### src/rtl/pi_loop_sequencer.sv
// pi_loop_sequencer: runs one PI iteration per ADC sample through an external pipeline and
// hands the clamped-integral result to the DAC writer over valid/ready.
module pi_loop_sequencer #(
  parameter int INPUT_WIDTH = 18,
  parameter int OUTPUT_WIDTH = 32,
  parameter int DAC_WIDTH = 20,
  parameter int PIPELINE_LATENCY = 6,
  parameter logic signed [OUTPUT_WIDTH-1:0] INTEGRAL_LIMIT = 32'sh0FFFFFFF
) (
  input  logic                           clk,
  input  logic                           rst,
  input  logic                           enable,
  input  logic                           adc_valid,
  output logic                           adc_ready,
  input  logic signed [INPUT_WIDTH-1:0]  adc_data,
  input  logic signed [INPUT_WIDTH-1:0]  setpoint,
  input  logic signed [OUTPUT_WIDTH-1:0] kp,
  input  logic signed [OUTPUT_WIDTH-1:0] ki,
  output logic signed [INPUT_WIDTH-1:0]  pipe_setpoint,
  output logic signed [INPUT_WIDTH-1:0]  pipe_actual,
  output logic signed [OUTPUT_WIDTH-1:0] pipe_kp,
  output logic signed [OUTPUT_WIDTH-1:0] pipe_ki,
  output logic signed [OUTPUT_WIDTH-1:0] pipe_integral_input,
  input  logic signed [OUTPUT_WIDTH-1:0] pipe_integral_result,
  input  logic signed [OUTPUT_WIDTH-1:0] pipe_pi_result,
  output logic                           dac_valid,
  input  logic                           dac_ready,
  output logic [DAC_WIDTH-1:0]           dac_data,
  output logic signed [OUTPUT_WIDTH-1:0] integral,
  output logic                           busy,
  output logic                           overrun,
  input  logic                           clear_overrun
);
  localparam int CW = $clog2(PIPELINE_LATENCY + 1);
  typedef enum logic [1:0] {IDLE, WAIT, EMIT} state_t;
  state_t state;
  logic [CW-1:0] count;
  logic signed [OUTPUT_WIDTH-1:0] clamped;
  assign adc_ready = enable && state == IDLE && !rst;
  assign busy = state != IDLE;
  assign pipe_integral_input = integral;
  always_comb clamped = pipe_integral_result > INTEGRAL_LIMIT ? INTEGRAL_LIMIT :
                        pipe_integral_result < -INTEGRAL_LIMIT ? -INTEGRAL_LIMIT : pipe_integral_result;
  always_ff @(posedge clk or posedge rst) begin
    if (rst) begin
      state <= IDLE;
      count <= '0;
      pipe_setpoint <= '0;
      pipe_actual <= '0;
      pipe_kp <= '0;
      pipe_ki <= '0;
      integral <= '0;
      dac_valid <= 1'b0;
      dac_data <= '0;
      overrun <= 1'b0;
    end else begin
      if (enable && adc_valid && !adc_ready) overrun <= 1'b1;
      else if (clear_overrun) overrun <= 1'b0;
      // dropping enable aborts the iteration but keeps the pipeline inputs as they were
      if (!enable) begin
        state <= IDLE;
        dac_valid <= 1'b0;
        integral <= '0;
      end else if (state == IDLE) begin
        if (adc_valid) begin
          pipe_setpoint <= setpoint;
          pipe_actual <= adc_data;
          pipe_kp <= kp;
          pipe_ki <= ki;
          count <= CW'(PIPELINE_LATENCY);
          state <= WAIT;
        end
      end else if (state == WAIT) begin
        if (count == '0) begin
          dac_data <= pipe_pi_result[DAC_WIDTH-1:0];
          integral <= clamped;
          dac_valid <= 1'b1;
          state <= EMIT;
        end else count <= count - 1'b1;
      end else if (dac_ready) begin
        dac_valid <= 1'b0;
        state <= IDLE;
      end
    end
  end
endmodule

### config.mk
export PLATFORM = sky130hd
export DESIGN_NAME = pi_loop_sequencer
export DESIGN_NICKNAME = d
export VERILOG_FILES = /design/src/rtl/pi_loop_sequencer.sv
export SDC_FILE = /design/constraint.sdc
export NUM_CORES = 1
export LEC_CHECK = 0
export ABC_CLOCK_PERIOD_IN_PS = 8100
export BUFFER_PORTS_ARGS = -buffer_cell sky130_fd_sc_hd__buf_2
export CAP_MARGIN = 20
export CELL_PAD_IN_SITES_DETAIL_PLACEMENT = 0
export CELL_PAD_IN_SITES_GLOBAL_PLACEMENT = 1
export CORE_AREA = 4 4 162 133
export CTS_CLUSTER_SIZE = 16
export DETAILED_ROUTE_END_ITERATION = 6
export DIE_AREA = 0 0 166 137
export GPL_TIMING_DRIVEN = 0
export PLACE_DENSITY_LB_ADDON = 0.1
export SLEW_MARGIN = 30
export SYNTH_ARGS = -nofsm -noshare
export SYNTH_HDL_FRONTEND = slang
export SYNTH_SLANG_ARGS = --single-unit
### constraint.sdc
create_clock -name clk -period 8.1 [get_ports clk]
set_input_delay 2.025 -clock clk [delete_from_list [all_inputs] [get_ports clk]]
set_output_delay 2.025 -clock clk [all_outputs]
set_load 0.005 [all_outputs]
Word level (Yosys, flattened, before mapping)
Index checks and enable logic that the tools add are counted.
Word-level totals
  register bits after elaboration: 159
  input port bits: 170
  output and inout bits: 188
  word-level logic and storage cells: 65
Operators by class
  bitwise logic cells: 1
  mux-type cells: 23
  reduce and logical (&&, ||, !) cells: 17
  add/subtract/negate cells: 1
  $lt $le $gt $ge: 2
  equality and inequality tests: 11
Operators with widths (number)
  32-bit 2-to-1 mux: 6
  32-bit by 29-bit greater-than comparator with 1-bit output, second input constant: 1
  32-bit by 29-bit less-than comparator with 1-bit output, second input constant: 1
  2-bit 2-to-1 mux: 6
  3-bit 2-to-1 mux: 4
  3-bit AND reduction: 4
  4-bit AND reduction: 2
  1-bit 2-to-1 mux: 7
  2-bit != test, second input constant: 3
  2-bit nonzero test: 3
  1-bit logical AND: 4
  2-bit by 1-bit != test with 1-bit output, second input constant: 2
  4-bit by 1-bit != test with 1-bit output, second input constant: 1
  4-bit by 3-bit != test with 1-bit output, second input constant: 1
  3-bit logical NOT: 1
  3-bit by 1-bit != test with 1-bit output, second input constant: 1
  3-bit by 2-bit != test with 1-bit output, second input constant: 1
  3-bit != test, second input constant: 1
  3-bit by 1-bit subtractor with 3-bit output, second input constant: 1
  2-bit by 1-bit == test with 1-bit output, second input constant: 1
  1-bit logical NOT: 2
  2-bit logical NOT: 1
  1-bit inverter: 1

Longest topological paths before layout
Gate-level depths: netlist of the first run.
  depth after elaboration: 7
  depth in mapped cells: 8
  gate-level depth less buffers: 7

Worst setup path before layout of the first run
OpenSTA, ideal clock, no wires.
  kind: input to output
  from: input port enable
  to: output port adc_ready
  slack: 3.725 ns
  cell stages on the path: 2
  arrival: 2.350 ns
  required time: 6.075 ns
  buffers on the path: 0
  cells stage by stage: nand2b_1 -> nor3_1
Between the ends
  word-level cells in the longest chain between the ends: 2
RTL lines
  start, declared: line 12  | input logic enable,
  1-bit logical AND (2 in a row): line 39  | assign adc_ready = enable && state == IDLE && !rst;
  end, declared: line 14  | output logic adc_ready,
No other way between the ends.

Final worst setup path of the first run
Ends and elaborated chain as after synthesis.

==> impl_metrics.toml, run 1 <==
[routing]
routed-via-count = 5143
routed_wl_um = 19500
drt_iter0_markers = 209
detail_route.wl_per_cell_um = 17.5
firstDrtPassIters = 4
drcViolationCount = 0
drt-vias-per-instance = 4.60
postRouteAntennaNets = 0

[cts]
post_cts_buffers = 0
cts_buffers = 17
cts_root_buf = "clkbuf_16"
cts_tree = "done"
cts-resized-gates = 0
clkTransAtPathRegs_ns = 0.07
clk_latency_ns = 0.42
cts.path.max_buffers = 2
clock-sinks = 159
ctsHtreeMaxLevel = 4
postCtsHoldBufs = 0

[cells_and_area]
nFillCells = 1815
layout_common_cells = "buf_2, dfrtp_1, mux2_2"
fin_nets = 1015
regArea_sq_um = 3980
layout_commonest_cell = "buf_2"
final_layout_size_suffix_gt1_share_pct = 65.7
utilization_pct = 47.2
multi_input_area_sq_um = 2130
design_area_sq_um = 9330
area_growth_pct = 40.0

[yosys]
synth.area.mux_share_pct = 20.7
synth_compound_area_share_pct = 7.76
synth_fa_ha_area_share_pct = 0.563
synth-simple-area-share_pct = 3.01
synth_fp_nets = 650
yosys_warnings = 0
syn_avg_cell_area_sq_um = 14.0
synth_seq_cells = 159
synth_seq_area_share_pct = 59.7
ys_types = 33
synth_cells = 477
synth_top_family_by_area = "multiplexers"
synth_xor_xnor_area_share_pct = 0
synth.cell_area_sq_um = 6660

[pwr]
p_per_area_nw_per_um2 = 234
p_sw_share_pct = 26.8
leakage_nw = 4.90
seqPwrFrac_pct = 45.3
ir_drop_v = 0.000142
netSwitchingPower_mw = 0.585
combinationalPowerShare_pct = 18.9
internal_power_mw = 1.60
p_clk_share_pct = 35.8

[timing]
slew_headroom_pct = 67.4
fmax_ghz = 0.203
slew_violations = 0
rsz0062_at_grt = "false"
skew_ns = 0.0114
finalSetupViolCount = 0
period_needed_ns = 4.92
fin_ws_ns = 3.18
fin_crit_sh_pct = 60.8
tightest_slew_ns = 0.489
hold_violations = 0
fin_tns_setup_ns = 0

[floorplanning]
dieArea_sq_um = 22700
die_height_um = 137
core-area_sq_um = 19700
fp-row-count = 46
initial_core_util_pct = 33.7
fp.dieW_um = 166
io_pins = 358

[global_routing]
track_usage_pct = 16.7
grt_max_degree = 91
grt_pass1_vias = 5434
grt_pass1_wl_um = 30000
antenna_found_initial = 1
grt_overflow = 0

[setup_path]
max_stage_delay_ns = 0.35
r2r-end = "dac_data[15]$_DFFE_PP0P_"
worst_path_most_repeated_cell = "buf_2"
ff2ff_path_depth = 6
r2r-start = "count[0]$_DFFE_PP0P_"
critPathSlowestCell = "nor3_1"
worstPathCellList = "buf_2 -> nand2b_1 -> nor3_1 -> buf_2"
worstPathArrival_ns = 2.90
r2r_slack_ns = 6.34
crit_path_end_kind = "output port"
startpoint_type = "primary input"
crit_type = "primary input to output port"
worst-endpoint-required_ns = 6.08
path_max_fanout = 7

[placement]
port_buffers = 345
dp_worst_setup_slack_ns = 3.14
place_area_sq_um = 8750
dp_hpwl_um = 15300
gp_congestion = 0.816

[hold_path]
hp-class = "flop to flop"
hold_end = "pipe_actual[5]$_DFFE_PP0P_"
holdPathStages = 1
min_from = "pipe_actual[5]$_DFFE_PP0P_"

[flow_run]
drv_cap = 0

[run_status]
status = "finished clean"
registers in the layout, indices dropped and copies added (netlist names):
name,cells
count,3
dac_data,20
dac_valid,1
integral,32
overrun,1
pipe_actual,18
pipe_ki,32
pipe_kp,32
pipe_setpoint,18
state,2
logic make-up after synthesis:
| logic type | after synthesis |
|---|---|
| buf+inv | 93 |
| mux | 122 |
| simple gates | 31 |
| compound gates | 69 |
| flops | 159 |
| fa+ha+maj | 3 |
how the worst max path moves through the flow:
stage	cells past startpoint	to	startpoint	slack (ns)
final	4	adc_ready	enable	3.18
after global routing	4	adc_ready	enable	3.11
after CTS	4	adc_ready	enable	3.13
after detailed placement	4	adc_ready	enable	3.14
after global placement	2	pipe_actual[1]$_DFFE_PP0P_	rst	0.05
after floorplan	1	count[0]$_DFFE_PP0P_	rst	1.78
cell usage after synthesis:
cell type / n / area share, %
a21o_1: 1 / 0.11
a22o_1: 28 / 3.7
a31o_2: 1 / 0.13
a32o_1: 4 / 0.60
and4_1: 1 / 0.13
and4bb_4: 1 / 0.24
buf_2: 12 / 0.90
buf_4: 34 / 3.8
buf_6: 8 / 1.4
clkbuf_1: 6 / 0.34
dfrtp_1: 159 / 60
ha_1: 3 / 0.56
inv_1: 33 / 1.9
mux2_2: 120 / 20
mux2_4: 1 / 0.23
mux2i_1: 1 / 0.15
nand2_1: 3 / 0.17
nand2b_1: 1 / 0.094
nand3_1: 1 / 0.075
nand3b_1: 3 / 0.34
nand4_1: 1 / 0.094
nor2_1: 2 / 0.11
nor2_4: 1 / 0.17
nor2b_1: 1 / 0.094
nor3_1: 2 / 0.15
nor3b_1: 1 / 0.11
nor4_1: 7 / 0.66
o21a_1: 1 / 0.11
o21ai_0: 5 / 0.38
o21bai_1: 1 / 0.11
o22ai_1: 28 / 2.6
or2_2: 5 / 0.47
or3_1: 1 / 0.094
cell type report:
class / count / area share [%]
inverters: 33 / 1.41
diodes: 1 / 0.0268
multi-input cells: 225 / 22.8
flip-flops and latches: 159 / 42.7
plain buffers: 60 / 4.59
well taps: 264 / 3.54
clock buffers: 18 / 4.71
repair buffers: 346 / 18.8
clock inverters: 13 / 1.40
power by group through the flow:
| stage | Sequential, mW | Clock (mW) | Combinational, mW |
|---|---|---|---|
| after floorplan | 1.01 | 0 | 0.181 |
| after global placement | 0.996 | 0 | 0.415 |
| after detailed placement | 1.00 | 0 | 0.424 |
| after CTS | 0.990 | 0.802 | 0.424 |
| after global routing | 1.00 | 0.838 | 0.456 |
| final | 0.988 | 0.781 | 0.412 |
metrics by stage:
| stage | instances | power, mW | hold slack [ns] |
|---|---|---|---|
| final | 1119 | 2.18 | 0.501 |
| after global routing | 1118 | 2.30 | 0.511 |
| after CTS | 1118 | 2.22 | 0.504 |
| after detailed placement | 1087 | 1.43 | 0.490 |
| after global placement | 1086 | 1.41 | 0.483 |
| after floorplan | 477 | 1.19 | 0.464 |
critical path, delay by kind of cell:
kind	cells	cell delay, ns
simple gates	2	0.51
buf+inv	2	0.36
layer usage:
metal	track usage (%)	wire length [um]	vias to the layer above
li1	-	-	2401
met5	0	7	-
met4	5.04	297	2
met3	7.05	1840	26
met1	19.6	7760	2481
met2	28.2	9620	233
Note: power is estimated with default switching activity, not from simulation.
==> run 2, diff against run 1 <==
--- a/config.mk
+++ b/config.mk
@@ -5,15 +5,15 @@
 export SDC_FILE = /design/constraint.sdc
 export NUM_CORES = 1
 export LEC_CHECK = 0
-export ABC_CLOCK_PERIOD_IN_PS = 8100
+export ABC_CLOCK_PERIOD_IN_PS = 4400
 export BUFFER_PORTS_ARGS = -buffer_cell sky130_fd_sc_hd__buf_2
 export CAP_MARGIN = 20
 export CELL_PAD_IN_SITES_DETAIL_PLACEMENT = 0
 export CELL_PAD_IN_SITES_GLOBAL_PLACEMENT = 1
-export CORE_AREA = 4 4 162 133
+export CORE_AREA = 4 4 169 139
 export CTS_CLUSTER_SIZE = 16
 export DETAILED_ROUTE_END_ITERATION = 6
-export DIE_AREA = 0 0 166 137
+export DIE_AREA = 0 0 173 143
 export GPL_TIMING_DRIVEN = 0
 export PLACE_DENSITY_LB_ADDON = 0.1
 export SLEW_MARGIN = 30
==> constraint.sdc (replaced) <==
create_clock -name clk -period 4.4 [get_ports clk]
set_input_delay 1.1 -clock clk [delete_from_list [all_inputs] [get_ports clk]]
set_output_delay 1.1 -clock clk [all_outputs]
set_load 0.005 [all_outputs]
==> run 2 against run 1 <==
  * Worst hold slack worse by 0.0012 ns
  * Sequential cell count did not move
  * Final cell count is 1.8% higher
  * Critical path depth unchanged
  * Clock skew shrank 0.0017 ns
  * Via count up 0.91%
  * Global-route usage shrank 1.3 points
  * Sequential share of layout area shrank 0.64 points
  * Clock-buffer cell count down 1
  * Clock power grew 90%
  * Die area rose by 8.8%
  * Combinational power rose by 87%
  * Critical path type unchanged
  * Largest cell class unchanged
  * Largest power group unchanged
==> impl_metrics.toml, run 2 (synthesis gave the netlist of run 1 again) <==
[run_status]
status = "finished clean"

[cts]
cts_root_buf = "clkbuf_16"
postCtsHoldBufs = 0
ctsHtreeMaxLevel = 4
cts-resized-gates = 0
cts_buffers = 17
cts.path.max_buffers = 2
clock-sinks = 159
clk_latency_ns = 0.42
cts_tree = "done"
clkTransAtPathRegs_ns = 0.06
post_cts_buffers = 0

[pwr]
p_sw_share_pct = 26.5
p_per_area_nw_per_um2 = 430
seqPwrFrac_pct = 44.7
ir_drop_v = 0.000198
combinationalPowerShare_pct = 18.9
internal_power_mw = 2.99
finalPower_mw = 4.07
netSwitchingPower_mw = 1.08
leakage_nw = 4.96
p_clk_share_pct = 36.4

[routing]
drt-vias-per-instance = 4.56
detail_route.wl_per_cell_um = 17.0
firstDrtPassIters = 4
drcViolationCount = 0
routed_wl_um = 19300
postRouteAntennaNets = 0
drt_iter0_markers = 222
routed-via-count = 5190

[flow_run]
drv_cap = 0

[cells_and_area]
design_area_sq_um = 9470
top_regs = "integral: 32 flops, pipe_ki: 32 flops, pipe_kp: 32 flops"
final_layout_size_suffix_gt1_share_pct = 65.9
layout_common_cells = "buf_2, dfrtp_1, mux2_2"
utilization_pct = 43.1
fin_nets = 1020
layout_commonest_cell = "buf_2"
area_growth_pct = 42.1

[timing]
fin_crit_sh_pct = 65.6
hold_violations = 0
period_needed_ns = 2.89
fin_tns_setup_ns = 0
fmax_ghz = 0.347
slew_violations = 0
finalSetupViolCount = 0
slew_headroom_pct = 68.1
skew_ns = 0.00970
tightest_slew_ns = 0.477
rsz0062_at_grt = "false"

[global_routing]
track_usage_pct = 15.4
grt_overflow = 0
antenna_found_initial = 0
grt_pass1_wl_um = 30500
grt_max_degree = 31
grt_pass1_vias = 5523

[setup_path]
worstPathArrival_ns = 1.79
path_max_fanout = 7
crit_path_end_kind = "output port"
crit_type = "primary input to output port"
worst-endpoint-required_ns = 3.30
startpoint_type = "primary input"

[placement]
gp_congestion = 0.786
port_buffers = 345
place_area_sq_um = 8880
dp_hpwl_um = 15500

[floorplanning]
dieArea_sq_um = 24700
fp-row-count = 49
core-area_sq_um = 21900
io_pins = 358
die_height_um = 143
initial_core_util_pct = 30.4
fp.dieW_um = 173

[hold_path]
hp-class = "flop to flop"
==> run 2: final timing paths <==
kind | endpoint | cells after the start | slack, ns | start
min in group asynchronous | pipe_kp[16]$_DFFE_PP0P_ | 2 | 0.72 | rst
max in group asynchronous | pipe_kp[30]$_DFFE_PP0P_ | 5 | 2.82 | rst
min reg2reg | pipe_kp[10]$_DFFE_PP0P_ | 1 | 0.50 | pipe_kp[10]$_DFFE_PP0P_
min | pipe_kp[10]$_DFFE_PP0P_ | 1 | 0.50 | pipe_kp[10]$_DFFE_PP0P_
max | adc_ready | 4 | 1.51 | enable
max reg2reg | dac_data[6]$_DFFE_PP0P_ | 6 | 2.61 | count[0]$_DFFE_PP0P_
==> run 2: power groups by stage <==
| stage | registers [mW] | clock network, mW | logic [mW] |
|---|---|---|---|
| floorplan | 1.86 | 0 | 0.334 |
| global placement | 1.84 | 0 | 0.762 |
| detailed placement | 1.85 | 0 | 0.789 |
| CTS | 1.82 | 1.52 | 0.790 |
| global route | 1.85 | 1.59 | 0.857 |
| finish | 1.82 | 1.48 | 0.769 |
==> run 2: routing by layer <==
metal | vias up | track usage, % | routed length [um]
met4 | 0 | 4.45 | 213
li1 | 2411 | - | -
met3 | 16 | 7.31 | 2060
met5 | - | 0 | 0
met1 | 2539 | 18.5 | 7770
met2 | 224 | 25.2 | 9290
==> run 2: cell type report <==
cell class                 instances  area (sq um)
antenna                            1          2.50
buffer                            60           428
clock buffer                      17           425
clock inverter                    13           154
fill                            2093         12500
inverter                          33           128
multi-input combinational        225          2130
sequential                       159          3980
tap                              280           350
timing repair buffer             351          1870
==> run 2: critical path, cell delays in order <==
cell and delay, ns:
buf_2 0.15, nand2b_1 0.14, nor3_1 0.21, buf_2 0.18
==> run 2: metrics by stage <==
| step | hold slack, ns | cells | setup slack (ns) |
|---|---|---|---|
| floorplan | 0.464 | 477 | 1.29 |
| global placement | 0.485 | 1102 | 0.268 |
| detailed placement | 0.490 | 1108 | 1.22 |
| CTS | 0.505 | 1138 | 1.48 |
| global route | 0.511 | 1138 | 1.42 |
| finish | 0.500 | 1139 | 1.51 |
==> run 3, diff against run 2 <==
--- a/config.mk
+++ b/config.mk
@@ -5,15 +5,15 @@
 export SDC_FILE = /design/constraint.sdc
 export NUM_CORES = 1
 export LEC_CHECK = 0
-export ABC_CLOCK_PERIOD_IN_PS = 4400
+export ABC_CLOCK_PERIOD_IN_PS = 3000
 export BUFFER_PORTS_ARGS = -buffer_cell sky130_fd_sc_hd__buf_2
 export CAP_MARGIN = 20
 export CELL_PAD_IN_SITES_DETAIL_PLACEMENT = 0
 export CELL_PAD_IN_SITES_GLOBAL_PLACEMENT = 1
-export CORE_AREA = 4 4 169 139
+export CORE_AREA = 4 4 162 133
 export CTS_CLUSTER_SIZE = 16
 export DETAILED_ROUTE_END_ITERATION = 6
-export DIE_AREA = 0 0 173 143
+export DIE_AREA = 0 0 166 137
 export GPL_TIMING_DRIVEN = 0
 export PLACE_DENSITY_LB_ADDON = 0.1
 export SLEW_MARGIN = 30
==> constraint.sdc (replaced) <==
create_clock -name clk -period 3 [get_ports clk]
set_input_delay 0.75 -clock clk [delete_from_list [all_inputs] [get_ports clk]]
set_output_delay 0.75 -clock clk [all_outputs]
set_load 0.005 [all_outputs]
==> run 3 against run 2 <==
  * Worst hold slack lost 0.13 ns
  * Highest routed layer unchanged
  * Clock-buffer cell count grew 1
  * Die area shrank 8.1%
  * Clock power grew 45%
  * Sequential power grew 46%
  * Clock skew shrank 0.0012 ns
==> impl_metrics.toml, run 3 (synthesis gave the netlist of run 1 again) <==
[routing]
detail_route.wl_per_cell_um = 17.0
firstDrtPassIters = 4
routed-via-count = 5131
drt_iter0_markers = 207
drcViolationCount = 0
postRouteAntennaNets = 0
routed_wl_um = 19200
drt-vias-per-instance = 4.56

[cells_and_area]
fin_nets = 1020
area_growth_pct = 41.8
final_layout_size_suffix_gt1_share_pct = 65.8
layout_commonest_cell = "buf_2"
fin_cells = 1124
layout_common_cells = "buf_2, dfrtp_1, mux2_2"
design_area_sq_um = 9450
utilization_pct = 47.9
top_regs = "integral: 32 flops, pipe_ki: 32 flops, pipe_kp: 32 flops"
nFillCells = 1835

[global_routing]
gr-usage-met1_pct = 19.8
antenna_found_initial = 0
grt_max_degree = 30
grt_overflow = 0
grt_pass1_wl_um = 29500
top_usage_layer = "met2"
grt_pass1_vias = 5304
track_usage_pct = 16.4
met2_usage_pct = 27.2
gr-usage-met3_pct = 7.16

[setup_path]
r2r-end = "dac_data[8]$_DFFE_PP0P_"
crit_buf_inv = 2
r2r-start = "count[0]$_DFFE_PP0P_"
ff2ff_path_depth = 6
worstPathArrival_ns = 2.79
crit_path_end_kind = "flop"
crit_family = "simple AND/OR/NAND/NOR gates"
r2r_slack_ns = 1.26
crit_type = "primary input to flop"
path_max_fanout = 10
critPathSlowestCell = "nor4_1"
max_stage_delay_ns = 0.44
startpoint_type = "primary input"
worst-endpoint-required_ns = 3.31
worstPathCellList = "buf_2 -> nor4_1 -> nand4_1 -> o21ai_0 -> ha_1 -> clkbuf_1 -> or2_2 -> a32o_1"

[floorplanning]
fp.dieW_um = 166
fp-row-count = 46
io_pins = 358
initial_core_util_pct = 33.7
dieArea_sq_um = 22700
die_height_um = 137
core-area_sq_um = 19700

[timing]
tightest_slew_ns = 0.511
fin_tns_setup_ns = 0
slew_headroom_pct = 65.9
period_needed_ns = 2.49
slew_violations = 0
finalSetupViolCount = 0
skew_ns = 0.00846
fin_crit_sh_pct = 82.9
rsz0062_at_grt = "false"
fmax_ghz = 0.402
hold_violations = 0

[placement]
dp_hpwl_um = 15500
place_area_sq_um = 8860
port_buffers = 345
gp_congestion = 0.801
dp_cells = 1092

[hold_path]
hp-class = "primary input to async pin"

[cts]
cts_buffers = 17
post_cts_buffers = 0
clk_latency_ns = 0.42
postCtsHoldBufs = 0
cts-resized-gates = 0
ctsHtreeMaxLevel = 4
clkTransAtPathRegs_ns = 0.07
cts.path.max_buffers = 2
cts_root_buf = "clkbuf_16"
cts_tree = "done"
clock-sinks = 159

[run_status]
status = "finished clean"

[flow_run]
drv_cap = 0

[pwr]
leakage_nw = 4.95
p_per_area_nw_per_um2 = 630
ir_drop_v = 0.000340
run 3: cell count changes in the layout (fill, tap and decap cells not counted), sizes merged:
cell	change
clkbuf	+1
clkinv	-1
clkinvlp	+1
run 3: layout make-up:
| cell class | count | area (sq um) | share of cell area [%] |
|---|---|---|---|
| flip-flops and latches | 159 | 3980 | 42.1 |
| well taps | 264 | 330 | 3.50 |
| clock buffers | 18 | 429 | 4.54 |
| inverters | 33 | 128 | 1.35 |
| clock inverters | 13 | 153 | 1.62 |
| plain buffers | 60 | 428 | 4.53 |
| diodes | 1 | 2.50 | 0.0265 |
| multi-input cells | 225 | 2130 | 22.6 |
| repair buffers | 351 | 1870 | 19.8 |
run 3: worst max-delay path by stage:
stage	from	endpoint	slack, ns	cells after the start
after CTS	pipe_integral_result[17]	integral[29]$_DFFE_PP0P_	0.52	8
after global placement	rst	pipe_kp[26]$_DFFE_PP0P_	-0.75	2
after floorplan	rst	count[0]$_DFFE_PP0P_	0.24	1
after detailed placement	pipe_integral_result[17]	integral[29]$_DFFE_PP0P_	0.09	8
after global routing	pipe_integral_result[17]	integral[29]$_DFFE_PP0P_	0.39	8
final	pipe_integral_result[17]	integral[29]$_DFFE_PP0P_	0.51	8
run 3: power by group:
part / total (mW) / switching, mW / internal, mW
sequential: 2.66 / 0.168 / 2.50
combinational: 1.13 / 0.484 / 0.650
clock: 2.15 / 0.915 / 1.24
total: 5.95 / 1.57 / 4.39
run 3: per-stage QoR:
step,hold WS (ns),total power [mW],setup WS [ns]
2_1_floorplan,0.464,3.22,0.235
5_1_grt,0.379,6.27,0.393
6_report,0.372,5.95,0.512
3_3_place_gp,0.482,3.81,-0.748
3_5_place_dp,0.489,3.87,0.0939
4_1_cts,0.362,6.05,0.516
run 3: metal layers:
layer / up-vias / routed length, um
li1: 2411 / -
met1: 2486 / 7700
met2: 216 / 9490
met3: 18 / 1700
met4: 0 / 268
met5: - / 0
